## src/rtl/mips_pkg.sv

```systemverilog
// Shared MIPS decode constants, ALU operation encoding and the control bundle
// that the ID stage hands to EX.
package mips_pkg;
  localparam logic [5:0] OP_RTYPE = 6'h00;
  localparam logic [5:0] OP_J     = 6'h02;
  localparam logic [5:0] OP_BEQ   = 6'h04;
  localparam logic [5:0] OP_BNE   = 6'h05;
  localparam logic [5:0] OP_ADDI  = 6'h08;
  localparam logic [5:0] OP_SLTI  = 6'h0A;
  localparam logic [5:0] OP_ANDI  = 6'h0C;
  localparam logic [5:0] OP_ORI   = 6'h0D;
  localparam logic [5:0] OP_LW    = 6'h23;
  localparam logic [5:0] OP_SW    = 6'h2B;

  localparam logic [5:0] FN_SLL = 6'h00;
  localparam logic [5:0] FN_ADD = 6'h20;
  localparam logic [5:0] FN_SUB = 6'h22;
  localparam logic [5:0] FN_AND = 6'h24;
  localparam logic [5:0] FN_OR  = 6'h25;
  localparam logic [5:0] FN_SLT = 6'h2A;

  localparam int ALU_CODE_W = 4;
  localparam logic [ALU_CODE_W-1:0] ALU_ADD = 4'd0;
  localparam logic [ALU_CODE_W-1:0] ALU_SUB = 4'd1;
  localparam logic [ALU_CODE_W-1:0] ALU_AND = 4'd2;
  localparam logic [ALU_CODE_W-1:0] ALU_OR  = 4'd3;
  localparam logic [ALU_CODE_W-1:0] ALU_SLT = 4'd4;
  localparam logic [ALU_CODE_W-1:0] ALU_SLL = 4'd5;

  typedef struct packed {
    logic                  reg_write;
    logic                  mem_to_reg;
    logic                  mem_write;
    logic                  alu_src;
    logic                  reg_dst;
    logic [ALU_CODE_W-1:0] alu_op;
  } ctrl_t;
endpackage

```

## src/rtl/id_stage_hazard_reg_file.sv

```systemverilog
// Register file: two combinational read ports with write-through from the
// single WB port; register 0 is hardwired to zero.
module reg_file #(
  parameter int DATA_W     = 32,
  parameter int REG_ADDR_W = 5
) (
  input  logic                  clk,
  input  logic                  reset,
  input  logic                  we,
  input  logic [REG_ADDR_W-1:0] waddr,
  input  logic [DATA_W-1:0]     wdata,
  input  logic [REG_ADDR_W-1:0] raddr1,
  input  logic [REG_ADDR_W-1:0] raddr2,
  output logic [DATA_W-1:0]     rdata1,
  output logic [DATA_W-1:0]     rdata2
);
  localparam int NUM_REGS = 2**REG_ADDR_W;

  logic [DATA_W-1:0] regs [NUM_REGS];
  logic              wr_en;

  assign wr_en = we && (waddr != '0);

  always_ff @(posedge clk or posedge reset) begin
    if (reset) begin
      for (int i = 0; i < NUM_REGS; i++) regs[i] <= '0;
    end else if (wr_en) begin
      regs[waddr] <= wdata;
    end
  end

  assign rdata1 = (raddr1 == '0) ? '0 : (wr_en && waddr == raddr1) ? wdata : regs[raddr1];
  assign rdata2 = (raddr2 == '0) ? '0 : (wr_en && waddr == raddr2) ? wdata : regs[raddr2];
endmodule

```

## src/rtl/id_stage_hazard.sv

```systemverilog
// MIPS decode stage: register read, control decode, immediate extension,
// branch/jump resolution in ID, hazard stall, and the ID/EX pipeline register.
module id_stage_hazard
  import mips_pkg::*;
#(
  parameter int DATA_W     = 32,
  parameter int REG_ADDR_W = 5,
  parameter int ALU_OP_W   = 4
) (
  input  logic                  clk,
  input  logic                  reset,
  input  logic                  if_id_valid,
  input  logic [31:0]           instruction,
  input  logic [DATA_W-1:0]     pc_plus_4_in,
  input  logic                  wb_reg_write,
  input  logic [REG_ADDR_W-1:0] wb_rd,
  input  logic [DATA_W-1:0]     wb_data,
  input  logic                  ex_reg_write,
  input  logic                  ex_mem_to_reg,
  input  logic [REG_ADDR_W-1:0] ex_rd,
  input  logic                  mem_reg_write,
  input  logic                  mem_mem_to_reg,
  input  logic [REG_ADDR_W-1:0] mem_rd,
  input  logic [DATA_W-1:0]     mem_alu_result,
  output logic                  stall,
  output logic                  branch_taken,
  output logic [DATA_W-1:0]     branch_target,
  output logic [DATA_W-1:0]     read_data_1,
  output logic [DATA_W-1:0]     read_data_2,
  output logic [REG_ADDR_W-1:0] rs_ID,
  output logic [REG_ADDR_W-1:0] rt_ID,
  output logic [REG_ADDR_W-1:0] rd_ID,
  output logic [DATA_W-1:0]     imm_ext_ID,
  output logic [DATA_W-1:0]     pc_plus_4_out,
  output logic                  reg_write_ID,
  output logic                  mem_to_reg_ID,
  output logic                  mem_write_ID,
  output logic                  alu_src_ID,
  output logic                  reg_dst_ID,
  output logic [ALU_OP_W-1:0]   alu_op_ID,
  output logic                  valid_ID,
  output logic                  illegal_ID
);
  logic [5:0]            op, funct;
  logic [REG_ADDR_W-1:0] rs, rt, rd;
  logic [15:0]           imm16;
  logic [DATA_W-1:0]     rf_rs, rf_rt, cmp_a, cmp_b, imm_ext, jump_target;
  ctrl_t                 ctrl;
  logic                  illegal, is_beq, is_bne, is_j, is_br, reads_rt, zero_ext;
  logic                  load_use, br_ex_hz, br_mem_hz, issue;

  assign op    = instruction[31:26];
  assign funct = instruction[5:0];
  assign rs    = REG_ADDR_W'(instruction[25:21]);
  assign rt    = REG_ADDR_W'(instruction[20:16]);
  assign rd    = REG_ADDR_W'(instruction[15:11]);
  assign imm16 = instruction[15:0];

  reg_file #(.DATA_W(DATA_W), .REG_ADDR_W(REG_ADDR_W)) u_rf (
    .clk   (clk),
    .reset (reset),
    .we    (wb_reg_write),
    .waddr (wb_rd),
    .wdata (wb_data),
    .raddr1(rs),
    .raddr2(rt),
    .rdata1(rf_rs),
    .rdata2(rf_rt)
  );

  always_comb begin
    ctrl     = '0;
    illegal  = 1'b0;
    is_beq   = 1'b0;
    is_bne   = 1'b0;
    is_j     = 1'b0;
    reads_rt = 1'b0;
    zero_ext = 1'b0;
    case (op)
      OP_RTYPE: begin
        reads_rt       = 1'b1;
        ctrl.reg_write = 1'b1;
        ctrl.reg_dst   = 1'b1;
        case (funct)
          FN_ADD:  ctrl.alu_op = ALU_ADD;
          FN_SUB:  ctrl.alu_op = ALU_SUB;
          FN_AND:  ctrl.alu_op = ALU_AND;
          FN_OR:   ctrl.alu_op = ALU_OR;
          FN_SLT:  ctrl.alu_op = ALU_SLT;
          FN_SLL:  ctrl.alu_op = ALU_SLL;
          default: illegal     = 1'b1;
        endcase
      end
      OP_ADDI: begin ctrl.reg_write = 1'b1; ctrl.alu_src = 1'b1; ctrl.alu_op = ALU_ADD; end
      OP_SLTI: begin ctrl.reg_write = 1'b1; ctrl.alu_src = 1'b1; ctrl.alu_op = ALU_SLT; end
      OP_ANDI: begin ctrl.reg_write = 1'b1; ctrl.alu_src = 1'b1; ctrl.alu_op = ALU_AND; zero_ext = 1'b1; end
      OP_ORI:  begin ctrl.reg_write = 1'b1; ctrl.alu_src = 1'b1; ctrl.alu_op = ALU_OR;  zero_ext = 1'b1; end
      OP_LW: begin
        ctrl.reg_write  = 1'b1;
        ctrl.mem_to_reg = 1'b1;
        ctrl.alu_src    = 1'b1;
        ctrl.alu_op     = ALU_ADD;
      end
      OP_SW: begin reads_rt = 1'b1; ctrl.mem_write = 1'b1; ctrl.alu_src = 1'b1; ctrl.alu_op = ALU_ADD; end
      OP_BEQ:  begin reads_rt = 1'b1; is_beq = 1'b1; ctrl.alu_op = ALU_SUB; end
      OP_BNE:  begin reads_rt = 1'b1; is_bne = 1'b1; ctrl.alu_op = ALU_SUB; end
      OP_J:    is_j = 1'b1;
      default: illegal = 1'b1;
    endcase
  end

  assign is_br   = is_beq | is_bne;
  assign imm_ext = zero_ext ? {{(DATA_W-16){1'b0}}, imm16} : {{(DATA_W-16){imm16[15]}}, imm16};

  // Branch operands only see MEM forwarding; anything younger forces a stall.
  assign cmp_a = (mem_reg_write && mem_rd != '0 && mem_rd == rs) ? mem_alu_result : rf_rs;
  assign cmp_b = (mem_reg_write && mem_rd != '0 && mem_rd == rt) ? mem_alu_result : rf_rt;

  assign load_use  = ex_mem_to_reg && ex_rd != '0 && (ex_rd == rs || (reads_rt && ex_rd == rt));
  assign br_ex_hz  = is_br && ex_reg_write && ex_rd != '0 && (ex_rd == rs || ex_rd == rt);
  assign br_mem_hz = is_br && mem_mem_to_reg && mem_rd != '0 && (mem_rd == rs || mem_rd == rt);
  assign stall     = if_id_valid && (load_use || br_ex_hz || br_mem_hz);

  assign branch_taken = if_id_valid && !stall &&
                        ((is_beq && cmp_a == cmp_b) || (is_bne && cmp_a != cmp_b) || is_j);

  always_comb begin
    jump_target                    = '0;
    jump_target[27:0]              = {instruction[25:0], 2'b00};
    jump_target[DATA_W-1:DATA_W-4] = pc_plus_4_in[DATA_W-1:DATA_W-4];
  end

  assign branch_target = is_j ? jump_target : pc_plus_4_in + (imm_ext << 2);

  // Taken control transfers have no EX work, so they retire here as bubbles.
  assign issue = if_id_valid && !stall && !illegal && !branch_taken;

  always_ff @(posedge clk or posedge reset) begin
    if (reset) begin
      read_data_1   <= '0;
      read_data_2   <= '0;
      rs_ID         <= '0;
      rt_ID         <= '0;
      rd_ID         <= '0;
      imm_ext_ID    <= '0;
      pc_plus_4_out <= '0;
      reg_write_ID  <= 1'b0;
      mem_to_reg_ID <= 1'b0;
      mem_write_ID  <= 1'b0;
      alu_src_ID    <= 1'b0;
      reg_dst_ID    <= 1'b0;
      alu_op_ID     <= '0;
      valid_ID      <= 1'b0;
      illegal_ID    <= 1'b0;
    end else begin
      read_data_1   <= rf_rs;
      read_data_2   <= rf_rt;
      rs_ID         <= rs;
      rt_ID         <= rt;
      rd_ID         <= rd;
      imm_ext_ID    <= imm_ext;
      pc_plus_4_out <= pc_plus_4_in;
      reg_write_ID  <= issue && ctrl.reg_write;
      mem_to_reg_ID <= issue && ctrl.mem_to_reg;
      mem_write_ID  <= issue && ctrl.mem_write;
      alu_src_ID    <= issue && ctrl.alu_src;
      reg_dst_ID    <= issue && ctrl.reg_dst;
      alu_op_ID     <= issue ? ALU_OP_W'(ctrl.alu_op) : '0;
      valid_ID      <= issue;
      illegal_ID    <= if_id_valid && !stall && illegal;
    end
  end
endmodule
```

## config.mk

```make
export PLATFORM = sky130hd
export DESIGN_NAME = id_stage_hazard
export DESIGN_NICKNAME = d
export VERILOG_FILES = /design/src/rtl/mips_pkg.sv /design/src/rtl/id_stage_hazard_reg_file.sv /design/src/rtl/id_stage_hazard.sv
export SDC_FILE = /design/constraint.sdc
export NUM_CORES = 2
export LEC_CHECK = 0
export CORE_UTILIZATION = 60
export CTS_CLUSTER_SIZE = 10
export DETAILED_ROUTE_END_ITERATION = 10
export PLACE_DENSITY = 0.8
export SYNTH_ARGS = -nofsm -noshare
export SYNTH_HDL_FRONTEND = slang
export SYNTH_SLANG_ARGS = --single-unit
export TNS_END_PERCENT = 100
```

## constraint.sdc

```tcl
create_clock -name clk -period 58.8 [get_ports clk]
set_input_delay 8.82 -clock clk [delete_from_list [all_inputs] [get_ports clk]]
set_output_delay 8.82 -clock clk [all_outputs]
set_load 0.05 [all_outputs]
```

# Yosys cells after proc, flatten, opt, wreduce, memory -nomap -nowiden
# Index checks and enable logic that the tools add are counted.
[word_totals]
reg_bits = 1178
in_bits = 151
elab_cells = 163
[op_classes]
n_addsub = 1
n_lt_le_gt_ge = 4
n_eq_ne = 22
muxes = 32
n_bitwise = 4
reduce_logical = 53
[ops]
columns = ["operator", "count"]
rows = [
  ["$bwmux W1024", 1],
  ["$mux W32", 13],
  ["$bmux W32 S5", 2],
  ["$demux W32 S5", 1],
  ["$eq A6 B6 Y1 const B", 7],
  ["$add A32 B32 Y32", 1],
  ["$eq A32 B32 Y1", 1],
  ["$ne A32 B32 Y1", 1],
  ["$eq A5 B5 Y1", 6],
  ["$logic_and A1 B1 Y1", 29],
  ["$eq A6 B4 Y1 const B", 4],
  ["$pmux W4 S5", 1],
  ["$ge A6 B6 Y1 const B", 3],
  ["$not A5 Y6", 3],
  ["$reduce_or A6 Y1", 3],
  ["$pmux W3 S5", 1],
  ["$reduce_bool A5 Y1", 3],
  ["$eq A6 B3 Y1 const B", 2],
  ["$logic_not A6 Y1", 2],
  ["$mux W1", 11],
  ["$logic_not A5 Y1", 2],
  ["$reduce_or A9 Y1", 1],
  ["$logic_or A1 B1 Y1", 7],
  ["$eq A6 B2 Y1 const B", 1],
  ["other kinds (7)", 10],
]

# Logic depth before layout (Yosys ltp)
[logic_depth]
word_depth = 15
depth_mapped = 18
mapped_depth_nobuf = 17

# Modules after synthesis
# A second synthesis with hierarchy kept.
[unflattened]
hier_cells = 4555
area_unflattened_um2 = 62469.9
[by_module_without_submodules]
columns = ["module", "n_inst", "cells_each", "area_each_um2"]
rows = [
  ["reg_file", 1, 3756, 54853.9],
  ["id_stage_hazard", 1, 799, 7616.1],
]

# Worst setup path after synthesis
# No wires, ideal clock.
[synth_timing]
path_type = "input to output"
start = "in instruction[28]"
end = "out branch_target[30]"
arrival_ps = 13043
required_ps = 49980
path_slack_ps = 36937
path_stages = 18
path_buffers = 2
cell_sequence = "clkbuf_1 nand2_1 nor2_1 nor2b_1 ha_1 clkbuf_1 a21o_1 a21o_1 a21oi_1 o21bai_1 a21o_1 a21o_1 a21oi_1 a2bb2oi_1 o31ai_1 o41ai_1 xor2_1 o21ai_0"
[synth_via]
elab_chain_len = 6
word_cells_on_any_way = 9
classes_between = "add/sub (1); eq/ne (3); mux (4); reduce/logical (1)"
[synth_lines]
columns = ["element", "line", "text"]
rows = [
  ["from (decl)", "id_stage_hazard.sv:13", "input logic [31:0] instruction,"],
  ["$eq A6 B4 Y1", "id_stage_hazard.sv:79", "case (op)"],
  ["$reduce_or A2 Y1 (no source line) *", "--", ""],
  ["$mux W1 *", "id_stage_hazard.sv:79", ""],
  ["$mux W32 *", "id_stage_hazard.sv:113", "assign imm_ext = zero_ext ? {{(DATA_W-16){1'b0}}, imm16} : {{(DATA_W-16){imm16[15]}}, imm16};"],
  ["named net imm_ext[16]", "id_stage_hazard.sv:47", "logic [DATA_W-1:0] rf_rs, rf_rt, cmp_a, cmp_b, imm_ext, jump_target;"],
  ["$add A32 B32 Y32 *", "id_stage_hazard.sv:133", "assign branch_target = is_j ? jump_target : pc_plus_4_in + (imm_ext << 2);"],
  ["$mux W32 *", "id_stage_hazard.sv:133", ""],
  ["to (decl)", "id_stage_hazard.sv:27", "output logic [DATA_W-1:0] branch_target,"],
]
# Mark *: on every way through the listed nets, which the timed path passes. The rest lies on a longest branch.

# Final worst setup path
[layout_timing]
start = "in instruction[21]"
end = "out branch_taken"
[layout_via]
elab_chain_len = 12
word_cells_on_any_way = 31
classes_between = "eq/ne (5); mux (6); bitwise (1); reduce/logical (19)"
[layout_lines]
columns = ["element", "line", "text"]
rows = [
  ["$not A5 Y6 (implied by the code)", "id_stage_hazard_reg_file.sv:32", "assign rdata1 = (raddr1 == '0) ? '0 : (wr_en && waddr == raddr1) ? wdata : regs[raddr1];"],
  ["$bmux W32 S5", "id_stage_hazard_reg_file.sv:32", ""],
  ["$mux W32 (implied by the code) (2 in series)", "id_stage_hazard_reg_file.sv:32", ""],
  ["$mux W32", "id_stage_hazard_reg_file.sv:32", ""],
  ["$mux W32 *", "id_stage_hazard_reg_file.sv:32", ""],
  ["named net rf_rs[4]", "id_stage_hazard.sv:47", ""],
  ["$mux W32 *", "id_stage_hazard.sv:116", "assign cmp_a = (mem_reg_write && mem_rd != '0 && mem_rd == rs) ? mem_alu_result : rf_rs;"],
  ["$eq A32 B32 Y1 / $ne A32 B32 Y1 (equally long branches)", "id_stage_hazard.sv:125", "((is_beq && cmp_a == cmp_b) || (is_bne && cmp_a != cmp_b) || is_j);"],
  ["$logic_and A1 B1 Y1", "id_stage_hazard.sv:125", ""],
  ["$logic_or A1 B1 Y1 * (2 in series)", "id_stage_hazard.sv:125", ""],
  ["$logic_and A1 B1 Y1 *", "id_stage_hazard.sv:124", "assign branch_taken = if_id_valid && !stall &&"],
  ["to (decl)", "id_stage_hazard.sv:26", "output logic branch_taken,"],
]
# Mark *: on every way through the listed nets, which the timed path passes. The rest lies on a longest branch. The select of a mux whose other input is x is not followed.

==> results by group <==
Power
  – Sequential share of power: 0.435
  – Pint: 1.67 mW
  – Switching Fraction: 0.310
  – Combinational power share: 0.247
  – Sw power: 0.748 mW
  – Peak VDD IR: 0.0381 mV
  – Clock share of power: 0.318
  – Pleak: roughly 31 nW
  – PwrDens: 34.1 mW/mm²

Critical path
  – Largest fanout on the critical path: 54
  – Reg2reg end: alu_op_ID[0]
  – CP Launch Type: input pin
  – Crit path kind: input pin to output pin
  – Worst R2R Path Depth: 11
  – Crit. End Element: output pin
  – Worst Path Required: 49,980 ps
  – Setup slack, reg-to-reg: 54,280 ps
  – WP data arrival: 16,180 ps
  – Worst R2R Start: u_rf.regs[572]

Synthesis
  – Mapped Nets: 4,926
  – Synthesized area: roughly 0.063 mm²
  – Synth cell types: 84
  – Avg Inst Size Synth: 13.3 µm²
  – Sequential element share of the synthesized area: 0.460
  – Synth async-reset ratio: 1.00
  – Top FF cell, synth: dfrtp_1
  – Post-synthesis simple-gate area fraction: 0.0551
  – Synthesized instance count: 4,745
  – Area contributors post-synth: dfrtp_1, mux2_2, mux4_2
  – Compound-gate portion of the synthesized area: 0.0677
  – Synthesized-area fraction occupied by adder cells: 0.00609
  – #FFs+latches synth: approximately 1,200
  – Largest family of logic cells by synthesized area: multiplexers
  – Synth warn: 0
  – Post-synth top area share: 0.460
  – Post-synthesis xor/xnor area fraction: 0.0121
  – Post-synth EDFFs: 0
  – Largest area contributor in the netlist: dfrtp_1
  – Multiplexer area fraction after synthesis: 0.359

Global routing
  – Initial antenna violation count: 21
  – Gr ovfl total: 0
  – Number of global-route vias before repair: between 40,000 and 50,000
  – Largest net degree at the start of global routing: 147
  – Global-route wire length before repair: 328 mm
  – Total Routing Usage GR: 0.426

Die
  – Die X-Extent: approximately 330 µm
  – # IOs: between 300 and 400
  – Die area: about 0.11 mm²
  – Core Footprint: 0.104 mm²
  – Die H: around 330 µm
  – Site row count: 118
  – Initial Util: 0.606

Run status
  – Failing checks: capacitance limit, slew limit
  – Status: complete, but fails checks

Worst hold path
  – Hold Path End: u_rf.regs[995]
  – Hold path start: u_rf.regs[995]
  – Hold crit path type: register to register
  – Worst Hold Depth: 0

Finish
  – Layout net count: a little over 5,000
  – Footprint of the multi-input gates: between 0.03 and 0.04 mm²
  – Share of layout cells above drive strength 1: 0.357
  – Fin cells: 6,320
  – Fillers: 7,086
  – P&R area growth vs syn: 12.6%
  – Register area: 0.0290 mm²

Timing
  – Pins over their slew limit: 14
  – # setup viols final: 0
  – WHS: 397 ps
  – Fin crit share: 0.425
  – Final Hold Violating Endpoints: 0
  – Fmax: 40.0 MHz
  – Crit path time final: 25,000 ps
  – Setup_tns: 0 ps
  – Unrepaired setup endpoints after global routing: false
  – Slew headroom: -0.0475
  – Clock skew: 30.2 ps
  – Slew @ Worst Pin: 1570 ps

Flow run
  – Max_cap viols: 1

Placed design
  – PortBufs: 337
  – Placed insts: 6,131
  – Routability Congestion: 0.990
  – DP Wirelength: 136 mm

Drt
  – DR vias/cell: approximately 7.5
  – Antenna viol nets, final: 0
  – DR DRC count: 0
  – Vias: about 47,000
  – Iter 0 DRT Violations: ~7,000
  – Wire per inst: around 36 µm
  – First-pass DRT Iterations: 6
  – Post-Route WL: ~230 mm

CTS
  – TritonCTS Sinks: around 1,200
  – Clock Path Buffers: 3
  – CTS clk-pin slew, worst paths: about 50 ps
  – Post_cts resized: 0
  – # hold bufs at CTS: 0
  – Post-CTS Setup Repair Bufs: 0
  – Root Driver: clkbuf_16
  – Total CTS buffers: approximately 140
  – CTS tree: built
  – Htree depth: 4
  – Clk_lat worst skew: 770 ps
==> cell type report <==
class / instances / area share
Clock inverter: 13 / 0.00277
Clock buffer: 162 / 0.0513
Antenna cell: 14 / 0.000494
Tap cell: 1380 / 0.0244
Multi-Input combinational cell: 3055 / 0.446
Sequential cell: 1157 / 0.409
Timing Repair Buffer: 483 / 0.0633
Inverter: 56 / 0.00307
==> power groups by stage <==
stage                     Sequential, mW  Clock, mW  Combinational [mW]
after floorplan                     1.06          0               0.389
after global placement              1.04          0               0.565
after detailed placement            1.05          0               0.579
after CTS                           1.04      0.769               0.584
after global routing                1.06      0.799               0.622
final                               1.05      0.767               0.597
==> flip-flops by register name, indices dropped and copies added, names as in the netlist, 3 cells and up <==
register and count:
rs_ID 5, alu_op_ID 3, pc_plus_4_out 32, u_rf.regs 1024, imm_ext_ID 17, rt_ID 5
read_data_2 32, read_data_1 32
==> stage by stage <==
step                      instance area, µm²  setup WS (ps)  total power [mW]   util
after floorplan                        62900          17390              1.45      -
after global placement                 67000          34330              1.61  0.645
after detailed placement               67000          34340              1.63  0.646
after CTS                              70800          34320              2.40  0.682
after global routing                   70800          33850              2.49  0.683
final                                  70900          33800              2.42  0.683
==> worst max-delay path, cell delays in order <==
cell and delay [ps]:
buf_8 380, buf_4 820, nor2_1 460, nand2_1 1270
nand2_1 740, o21ai_0 500, mux2i_1 260, xor2_1 240
nand4_1 130, or4_1 640, or4_1 590, nand3_1 210
o21a_1 170, clkdlybuf4s50_1 820
==> cells by family (layout without fill, tap and decap cells) <==
group | after synthesis | after routing
and+or+nand+nor | 719 | 719
xor gates and xnor gates | 87 | 87
adders and majority gates | 30 | 30
DFF | 1157 | 1157
AOI/OAI and AO/OA | 609 | 609
muxes | 1609 | 1609
other | 1 | 15
buffers and inverters | 533 | 714
==> layout by cell type, fill, tap and decap left out, types with 118 or more instances in the layout <==
cell             count
a22oi_1            123
buf_4              145
clkbuf_16          139
clkdlybuf4s50_1    327
dfrtp_1           1157
mux2_2             966
mux2i_1            226
mux4_2             408
nand2_1            259
o21ai_0            118
==> synth_stat cells (14+ instances only) <==
cell and instances:
mux2i_1 226, buf_4 53, nand4_1 34, a21oi_1 91, a22o_1 15, nand2_1 275
o22ai_1 30, a221oi_1 18, xor2_1 26, a22oi_1 123, inv_1 53, a31oi_1 21
mux2_2 966, nor3_1 34, o211ai_1 23, xnor2_1 61, buf_6 18, and2_1 15
a211oi_1 14, dfrtp_1 1157, o221ai_1 15, buf_1 23, nor2b_1 29, mux4_2 408
a221o_1 18, a21o_1 16, buf_2 92, nand3_1 106, and3_1 29, ha_1 29
nand2b_1 17, clkbuf_1 287, o21ai_0 119, a32oi_1 17, nor2_1 107
==> metal layers <==
layer	up-vias	part of all wire	GRT usage	wire length (µm)
met4	24	0.080	0.284	18100
met1	24100	0.34	0.539	77700
met3	1108	0.15	0.183	34200
li1	18200	-	-	-
met2	3990	0.42	0.596	95100
met5	-	0.0014	0.0160	315
==> worst max-delay path by stage <==
| stage | from | to | slack [ps] | cells past startpoint |
|---|---|---|---|---|
| 6_report | instruction[21] | branch_taken | 33800 | 14 |
| 5_1_grt | instruction[21] | branch_taken | 33850 | 14 |
| 4_1_cts | instruction[16] | branch_taken | 34320 | 16 |
| 3_5_place_dp | instruction[16] | branch_taken | 34340 | 16 |
| 3_3_place_gp | instruction[21] | branch_taken | 34330 | 14 |
| 2_1_floorplan | reset | alu_op_ID[0] | 17390 | 1 |
Note: power is estimated with default switching activity, not from simulation.
